<file path="config.mk">
export PLATFORM = sky130hd
export DESIGN_NAME = ps2_key_decoder
export DESIGN_NICKNAME = d
export VERILOG_FILES = /design/src/rtl/ps2_pkg.sv /design/src/rtl/ps2_event_fifo.sv /design/src/rtl/ps2_key_decoder.sv
export SDC_FILE = /design/constraint.sdc
export NUM_CORES = 1
export LEC_CHECK = 0
export CORE_MARGIN = 1.5
export CORE_UTILIZATION = 40
export DETAILED_ROUTE_END_ITERATION = 8
export PLACE_DENSITY = 0.61
export SYNTH_ARGS = -nofsm -noshare
export SYNTH_HDL_FRONTEND = slang
export SYNTH_SLANG_ARGS = --single-unit
export TNS_END_PERCENT = 10
</file>
<file path="constraint.sdc">
create_clock -name clk -period 10.3 [get_ports clk]
set_clock_uncertainty 0.1 [all_clocks]
set_input_delay 3.09 -clock clk [delete_from_list [all_inputs] [get_ports clk]]
set_output_delay 3.09 -clock clk [all_outputs]
set_load 0.005 [all_outputs]
</file>
<file path="src/rtl/ps2_pkg.sv">
// Shared scancode constants, the prefix-FSM state encoding and byte classifiers
// used by the PS/2 key decoder.
package ps2_pkg;

  // Prefix bytes
  localparam logic [7:0] SC_EXT   = 8'hE0;
  localparam logic [7:0] SC_BREAK = 8'hF0;

  // Controller/status bytes that never form a key event
  localparam logic [7:0] SC_ERR0  = 8'h00;
  localparam logic [7:0] SC_BAT   = 8'hAA;
  localparam logic [7:0] SC_ACK   = 8'hFA;
  localparam logic [7:0] SC_RESND = 8'hFE;
  localparam logic [7:0] SC_ECHO  = 8'hEE;
  localparam logic [7:0] SC_ERR1  = 8'hFF;

  // Arrow keys; these codes are arrows only behind an E0 prefix
  localparam logic [7:0] SC_LEFT  = 8'h6B;
  localparam logic [7:0] SC_RIGHT = 8'h74;
  localparam logic [7:0] SC_UP    = 8'h75;
  localparam logic [7:0] SC_DOWN  = 8'h72;

  // Event packing: {ext, break, code}
  localparam int EV_WIDTH = 10;

  typedef enum logic [1:0] {
    ST_IDLE    = 2'd0,
    ST_EXT     = 2'd1,
    ST_BRK     = 2'd2,
    ST_EXT_BRK = 2'd3
  } ps2_state_e;

  // True for bytes that are dropped and reset the prefix state
  function automatic logic is_discard(input logic [7:0] b);
    logic hit;
    case (b)
      SC_ERR0, SC_BAT, SC_ACK, SC_RESND, SC_ECHO, SC_ERR1: hit = 1'b1;
      default:                                             hit = 1'b0;
    endcase
    return hit;
  endfunction

endpackage

</file>
<file path="src/rtl/ps2_event_fifo.sv">
// Synchronous FIFO for decoded key events. Full + pop + push in one cycle
// is accepted; a push into a full FIFO without pop is dropped and latched
// in a sticky overflow flag.
module ps2_event_fifo #(
  parameter int DEPTH = 8,
  parameter int WIDTH = 10
) (
  input  logic                     clk,
  input  logic                     reset,
  input  logic                     push,
  input  logic [WIDTH-1:0]         wdata,
  input  logic                     pop,
  output logic                     head_valid,
  output logic [WIDTH-1:0]         head_data,
  output logic [$clog2(DEPTH):0]   count,
  output logic                     overflow
);

  localparam int AW = $clog2(DEPTH);
  localparam logic [AW:0] FULL_COUNT = (AW + 1)'(DEPTH);

  logic [WIDTH-1:0] mem_r [DEPTH];
  logic [AW-1:0]    rd_ptr_r;
  logic [AW-1:0]    wr_ptr_r;
  logic [AW:0]      count_r;
  logic             overflow_r;
  logic             do_pop_s;
  logic             do_push_s;

  // Decide which requests take effect this cycle
  always_comb begin
    do_pop_s  = 1'b0;
    do_push_s = 1'b0;
    if (pop && (count_r != '0)) begin
      do_pop_s = 1'b1;
    end else begin
      do_pop_s = 1'b0;
    end
    if (push && ((count_r != FULL_COUNT) || do_pop_s)) begin
      do_push_s = 1'b1;
    end else begin
      do_push_s = 1'b0;
    end
  end

  // Storage write; contents need no reset because the head is masked when empty
  always_ff @(posedge clk) begin
    if (do_push_s) begin
      mem_r[wr_ptr_r] <= wdata;
    end
  end

  // Pointers, occupancy and sticky overflow
  always_ff @(posedge clk) begin
    if (reset) begin
      rd_ptr_r   <= '0;
      wr_ptr_r   <= '0;
      count_r    <= '0;
      overflow_r <= 1'b0;
    end else begin
      if (do_pop_s) begin
        rd_ptr_r <= rd_ptr_r + 1'b1;
      end
      if (do_push_s) begin
        wr_ptr_r <= wr_ptr_r + 1'b1;
      end
      case ({do_push_s, do_pop_s})
        2'b10:   count_r <= count_r + 1'b1;
        2'b01:   count_r <= count_r - 1'b1;
        default: count_r <= count_r;
      endcase
      if (push && !do_push_s) begin
        overflow_r <= 1'b1;
      end
    end
  end

  assign head_valid = (count_r != '0);
  assign head_data  = head_valid ? mem_r[rd_ptr_r] : '0;
  assign count      = count_r;
  assign overflow   = overflow_r;

endmodule

</file>
<file path="src/rtl/ps2_key_decoder.sv">
// Turns raw PS/2 set-2 scancode bytes into {code, ext, break} events queued
// in a FIFO, and tracks the held state of the four extended arrow keys.
module ps2_key_decoder
  import ps2_pkg::*;
#(
  parameter int DEPTH = 8
) (
  input  logic                   clk,
  input  logic                   reset,
  input  logic                   key_valid,
  input  logic [7:0]             key_byte,
  input  logic                   pop,
  output logic                   ev_valid,
  output logic [7:0]             ev_code,
  output logic                   ev_ext,
  output logic                   ev_break,
  output logic [$clog2(DEPTH):0] ev_count,
  output logic                   overflow,
  output logic                   arrow_left,
  output logic                   arrow_right,
  output logic                   arrow_up,
  output logic                   arrow_down
);

  ps2_state_e          state_r;
  ps2_state_e          next_state_s;
  logic                emit_s;
  logic                emit_ext_s;
  logic                emit_brk_s;
  logic [EV_WIDTH-1:0] head_s;

  // Prefix state register
  always_ff @(posedge clk) begin
    if (reset) begin
      state_r <= ST_IDLE;
    end else begin
      state_r <= next_state_s;
    end
  end

  // Prefix decoding and event emission
  always_comb begin
    next_state_s = state_r;
    emit_s       = 1'b0;
    emit_ext_s   = 1'b0;
    emit_brk_s   = 1'b0;
    if (key_valid) begin
      if (key_byte == SC_EXT) begin
        next_state_s = ST_EXT;
      end else if (key_byte == SC_BREAK) begin
        case (state_r)
          ST_IDLE: next_state_s = ST_BRK;
          ST_EXT:  next_state_s = ST_EXT_BRK;
          default: next_state_s = state_r;
        endcase
      end else if (is_discard(key_byte)) begin
        next_state_s = ST_IDLE;
      end else begin
        next_state_s = ST_IDLE;
        emit_s       = 1'b1;
        emit_ext_s   = (state_r == ST_EXT) || (state_r == ST_EXT_BRK);
        emit_brk_s   = (state_r == ST_BRK) || (state_r == ST_EXT_BRK);
      end
    end else begin
      next_state_s = state_r;
    end
  end

  // Arrow key held state, driven by extended events even if the FIFO drops them
  always_ff @(posedge clk) begin
    if (reset) begin
      arrow_left  <= 1'b0;
      arrow_right <= 1'b0;
      arrow_up    <= 1'b0;
      arrow_down  <= 1'b0;
    end else if (emit_s && emit_ext_s) begin
      case (key_byte)
        SC_LEFT:  arrow_left  <= !emit_brk_s;
        SC_RIGHT: arrow_right <= !emit_brk_s;
        SC_UP:    arrow_up    <= !emit_brk_s;
        SC_DOWN:  arrow_down  <= !emit_brk_s;
        default:  arrow_left  <= arrow_left;
      endcase
    end
  end

  ps2_event_fifo #(
    .DEPTH (DEPTH),
    .WIDTH (EV_WIDTH)
  ) u_fifo (
    .clk        (clk),
    .reset      (reset),
    .push       (emit_s),
    .wdata      ({emit_ext_s, emit_brk_s, key_byte}),
    .pop        (pop),
    .head_valid (ev_valid),
    .head_data  (head_s),
    .count      (ev_count),
    .overflow   (overflow)
  );

  assign ev_ext   = head_s[9];
  assign ev_break = head_s[8];
  assign ev_code  = head_s[7:0];

endmodule
</file>
Yosys cells after proc, flatten, opt, wreduce, memory -nomap -nowiden
Memory sizes are Yosys's and may differ from the RTL's. A register that Yosys moved wholly into a read port is not among the register bits. Cells that the tools add are included.

Register bits after elaboration: 17. Bits in writable memories: 80. Input bits: 12. Output and inout bits: 20. Word-level logic and storage cells: 78. Memories kept: 1.

Memory list: u_fifo.mem_r (depth 8, width 10, read ports 1, clocked after Yosys merged registers in 1, write ports 1, RTL line ps2_event_fifo.sv:22) `logic [WIDTH-1:0] mem_r [DEPTH];`.

$add $sub $neg: 4. Eq/ne operators: 18. Muxes and demuxes: 27. Reductions and logical operators: 19.

Operators by type and width (number): $eq A8 B8 Y1 const B (7); $eq A8 B7 Y1 const B (4); $mux W1 (20); $mux W10 (1); $reduce_and A2 Y1 (5); $logic_not A8 Y1 (1); $pmux W4 S2 (1); $add A3 B1 Y3 const B (2); $eq A2 B2 Y1 const B (3); $mux W3 (2); $reduce_or A6 Y1 (1); $add A4 B1 Y4 const B (1); $eq A2 B1 Y1 const B (2); $logic_and A1 B1 Y1 (4); $mux W2 (2); $ne A4 B2 Y1 const B (1); $ne A4 B4 Y1 const B (1); $pmux W2 S2 (1); $reduce_bool A4 Y1 (1); $sub A4 B1 Y4 const B (1); $logic_or A1 B1 Y1 (3); $logic_not A1 Y1 (2); $logic_not A2 Y1 (1); $reduce_bool A2 Y1 (1).

Logic depth before layout (Yosys ltp)
Word-level depth: 14. Mapped depth: 14. Mapped depth without buffers: 12.

Hierarchy
Synthesis repeated with hierarchy kept, for this count alone.

Cell total of the unflattened synthesis: 269. Area total of the unflattened synthesis: 4256.6 um^2.

Modules (own cells, without submodules): ps2_event_fifo (times used 1, cells an instance 215, area each 3811.2 um^2); ps2_key_decoder (times used 1, cells an instance 54, area each 445.4 um^2).

Worst setup path before layout
OpenSTA, ideal clock, no wires.

Path type: in2reg. From: in key_byte[6]. To: reg u_fifo.count_r[2], in the netlist u_fifo.count[2]. Library setup time: 0.071 ns. Arrival time: 5.208 ns. Required time: 10.129 ns. Path slack: 4.922 ns. Cell stages on the path: 13. Cell sequence: and3_1 o21ai_0 a21oi_2 nor3_2 buf_6 inv_1 ha_1 xor2_1 ha_1 a21oi_1 xor2_1 or3_1 a21oi_1.

Longest elaborated chain between the ends: 14.

RTL lines: from (decl) (RTL line ps2_key_decoder.sv:11) `input logic [7:0] key_byte,`; $eq A8 B8 Y1 or $logic_not A8 Y1 (tied branches) (RTL line ps2_pkg.sv:36) `case (b)`; $reduce_or A6 Y1 (RTL line ps2_pkg.sv:36); $mux W1 (RTL line ps2_pkg.sv:36); $mux W1 (RTL line ps2_key_decoder.sv:50) `end else if (key_byte == SC_BREAK) begin`; $mux W1 (RTL line ps2_key_decoder.sv:48) `if (key_byte == SC_EXT) begin`; $mux W1 (RTL line ps2_key_decoder.sv:47) `if (key_valid) begin`; $mux W1 (RTL line ps2_key_decoder.sv:56) `end else if (is_discard(key_byte)) begin`; $mux W1 (RTL line ps2_key_decoder.sv:50); $mux W1 * (RTL line ps2_key_decoder.sv:48); $mux W1 * (RTL line ps2_key_decoder.sv:47); $logic_and A1 B1 Y1 * (RTL line ps2_event_fifo.sv:39) `if (push && ((count_r != FULL_COUNT) || do_pop_s)) begin`; $mux W1 * (RTL line ps2_event_fifo.sv:39); $eq A2 B1 Y1 or $eq A2 B2 Y1 (tied branches) (RTL line ps2_event_fifo.sv:67) `case ({do_push_s, do_pop_s})`; $pmux W4 S2 or $reduce_bool A2 Y1 (tied branches); to (signal assigned) (RTL line ps2_event_fifo.sv:68) `2'b10: count_r <= count_r + 1'b1;`; to (signal assigned) (RTL line ps2_event_fifo.sv:69) `2'b01: count_r <= count_r - 1'b1;`; to (signal assigned) (RTL line ps2_event_fifo.sv:70) `default: count_r <= count_r;`; to (decl) (RTL line ps2_event_fifo.sv:25) `logic [AW:0] count_r;`.

Every way passes the cells marked *; elsewhere a longest branch is shown, timed or not. The select of a mux whose other input is x is not followed. A chain may end at the register's enable or synchronous reset.

Final worst setup path
Same ends and word-level chain as after synthesis.

==> flow_metrics.py <==
metrics = {
    "synthesis": {
        "syn_area_um2": 4190,
        "async_flop_share_pct": 0,
        "synth_enable_flop_cells": 80,
        "ys.flop_type": "edfxtp_1",
        "synth_top_area_cell": "edfxtp_1",
        "yosysSeqAreaShare_pct": 66.8,
        "syn-num-nets": 276,
        "yosysTopAreaCellShare_pct": 57.3,
        "ys_ff_latch": 100,
        "syn_inst": 259,
        "ys_types": 46,
        "synth_area_per_cell_um2": 16.2,
        "synth_area_leaders": "edfxtp_1 (57%), mux4_2 (11%), dfxtp_1 (9.5%), mux2i_1 (3.6%), nor2_1 (2.2%)",
        "ys_warn_count": 0,
    },
    "clock_tree": {
        "hold_buffers": 0,
        "clkLatencyLatePin_ps": 360,
        "ctsLongestPathBuffers": 2,
        "postCtsSetupRepairBufs": 0,
        "cts.repair.resized": 0,
        "cts_tree": "yes",
        "htree_levels": 3,
        "cts.clk_slew.worst_paths_ps": 100,
        "cts_inserted_buffers": 9,
        "root_buffer": "clkbuf_8",
        "cts_sinks": 100,
    },
    "grt": {
        "grt_max_degree": 21,
        "grt_pass1_vias": 2327,
        "groute.usage.overall_pct": 16.0,
        "antenna_found_initial": 0,
        "grt_pass1_wl_um": 13100,
        "grt_overflow_total": 0,
    },
    "setup_path": {
        "critPathArrivalTime_ps": 6470,
        "critPathSlowestCell": "clkdlybuf4s50_1",
        "cp_max_fo": 14,
        "end_kind": "flop",
        "max_stage_delay_ps": 650,
        "ff2ff_path_depth": 12,
        "critPathLaunchType": "input pin",
        "cp.required_ps": 10490,
        "path_cells": "clkdlybuf4s50_1 -> and3_1 -> o21ai_0 -> a21oi_2 -> nor3_2 -> inv_1 -> ha_1 -> xor2_1 -> ha_1 -> a21oi_1 -> xor2_1 -> or3_1 -> a21oi_1",
        "crit_type": "in -> reg",
    },
    "routing": {
        "firstDrtPassIters": 4,
        "vias": 2293,
        "via_per_inst": 5.28,
        "route.detailed.drc": 0,
        "wl_per_cell_um": 18.9,
        "antenna_left": 0,
        "drt-initial-drc-count": 130,
        "routed_wl_um": 8190,
    },
    "floorplan": {
        "dieArea_um2": 11100,
        "die_x_um": 105,
        "rows": 37,
        "io_pins": 32,
        "die_h_um": 105,
        "start_util_pct": 41.0,
        "core_um2": 10200,
    },
    "power_and_ir_drop": {
        "power_frac_comb_pct": 24.2,
        "p_int_uw": 706,
        "power.switching_uw": 273,
        "clkPwrFrac_pct": 26.8,
        "ir_drop_mv": 0.139,
        "p_leak_uw": 0.00156,
        "p_seq_share_pct": 49.0,
        "power.density_nw_per_um2": 201,
        "switching_share_pct": 27.9,
    },
    "cells_and_area": {
        "fillers": 885,
        "layout.nets": 310,
        "finalInstanceArea_um2": 4870,
        "utilization_pct": 47.6,
        "antenna_cells": 0,
        "drive_gt1_share_pct": 15.8,
        "area_growth_pct": 16.1,
        "final_cells": 434,
    },
    "sta": {
        "hold_viol_final": 0,
        "final.setup.tns_ps": 0,
        "fmax_ghz": 0.159,
        "fin_crit_ps": 6280,
        "slew_violations": 0,
        "tightest_slew_ps": 1050,
        "relSlewSlack_pct": 29.8,
        "hold_slack_ps": 378,
        "rsz0062_at_grt": "false",
        "timing.final.crit_share_pct": 61.0,
        "setup_viol_count_final": 0,
    },
    "status": {
        "status": "completed",
    },
    "placed_design": {
        "hpwl_um": 5080,
        "routabilityCongestion": 0.803,
        "placed_area_um2": 4650,
        "dp_cells": 418,
        "port_buffers": 31,
    },
    "flow_run": {
        "cap_violations": 0,
    },
    "worst_hold_path": {
        "hold_path_depth": 1,
        "min_path_type": "reg -> reg",
    },
}
==> metrics by stage <==
| step | worst slack (ps) | total power [µW] |
|---|---|---|
| after global placement | 3860 | 726 |
| after global routing | 3760 | 1030 |
| after detailed placement | 3740 | 730 |
| final | 4020 | 979 |
| after floorplan | 4920 | 616 |
| after CTS | 4050 | 991 |
==> area by class of cell <==
type / instances / area [µm²] / share of cell area (%)
Clock buffer: 9 / 124 / 2.54
Sequential cell: 100 / 2800 / 57.6
Clock inverter: 7 / 91.3 / 1.88
Inverter: 5 / 18.8 / 0.386
Tap cell: 136 / 170 / 3.50
Multi-Input combinational cell: 142 / 1320 / 27.1
Timing Repair Buffer: 35 / 340 / 6.99
==> power by group through the flow <==
stage	combinational, µW	clock, µW	sequential, µW
floorplan	138	0	478
global placement	237	0	489
detailed placement	240	0	490
CTS	242	268	480
global route	261	284	484
finish	237	262	480
==> metal layers <==
layer  routed length (µm)  vias up  GRT usage [%]
li1                     -     1080              -
met1                 3820     1142           21.7
met2                 3860       58           25.4
met3                  350       13           2.97
met4                  167        0           7.14
met5                    0        -              0
==> final timing paths <==
check / startpoint / to / slack, ps
max: key_byte[6] / u_fifo.count[2] / 4020
max reg2reg: u_fifo.count[1] / u_fifo.count[2] / 7320
min reg2reg: state_r[1] / arrow_down / 380
min: state_r[1] / arrow_down / 380
==> state kept, by name, summed over array words and instances, names as in the netlist, named ones only <==
register / cells
state_r: 2
arrow_down: 1
arrow_up: 1
arrow_left: 1
u_fifo.wr_ptr_r: 3
arrow_right: 1
u_fifo.mem_r: 80
u_fifo.overflow: 1
u_fifo.count: 4
u_fifo.rd_ptr_r: 3
==> worst max-delay path: cells and delay by family <==
family / cells / cell delay [ps]
buf+inv: 2 / 780
xor+xnor: 2 / 250
compound gates: 4 / 670
simple gates: 3 / 1190
fa+ha+maj: 2 / 470
==> cell families (layout without fill, tap and decap cells) <==
logic type                 after synthesis  count (layout)  share of synthesized area, %
and+or+nand+nor                         77              77                          11.4
adders and majority gates                5               5                          1.49
muxes                                   37              37                          14.9
xor gates and xnor gates                 6               6                          1.25
buffers and inverters                   17              56                          1.79
DFF                                    100             100                          66.8
AOI/OAI and AO/OA                       17              17                          2.36
==> layout by cell type, fill, tap and decap left out, types with 2 or more instances in the layout <==
cell type,netlist,final
mux4_2,20,20
nand3b_1,2,2
nor4_1,3,2
edfxtp_1,80,80
mux2_1,2,2
or3_1,2,2
and4b_1,4,4
inv_1,5,5
and3_1,2,2
mux2i_1,15,15
a21oi_1,6,6
clkbuf_8,0,9
nand3_1,2,2
clkdlybuf4s50_1,0,31
ha_1,5,5
xnor2_1,2,2
inv_6,0,2
and3b_1,2,2
nand4b_1,3,3
dfxtp_1,20,20
o21ai_0,6,6
xor2_1,4,4
nor3_1,6,6
nand2_1,8,8
nor2_1,25,25
and2_1,2,2
nor2b_1,3,3
buf_4,0,4
==> synthesized netlist by cell type (3+ instances only) <==
cell / count
inv_1: 5
clkbuf_1: 7
ha_1: 5
nor2_1: 25
nor2b_1: 3
mux2i_1: 15
buf_2: 3
xor2_1: 4
nand2_1: 8
and4b_1: 4
nand4b_1: 3
o21ai_0: 6
a21oi_1: 6
mux4_2: 20
nor3_1: 6
edfxtp_1: 80
dfxtp_1: 20
nor4_1: 3
Power figures use the tool's default switching activity.
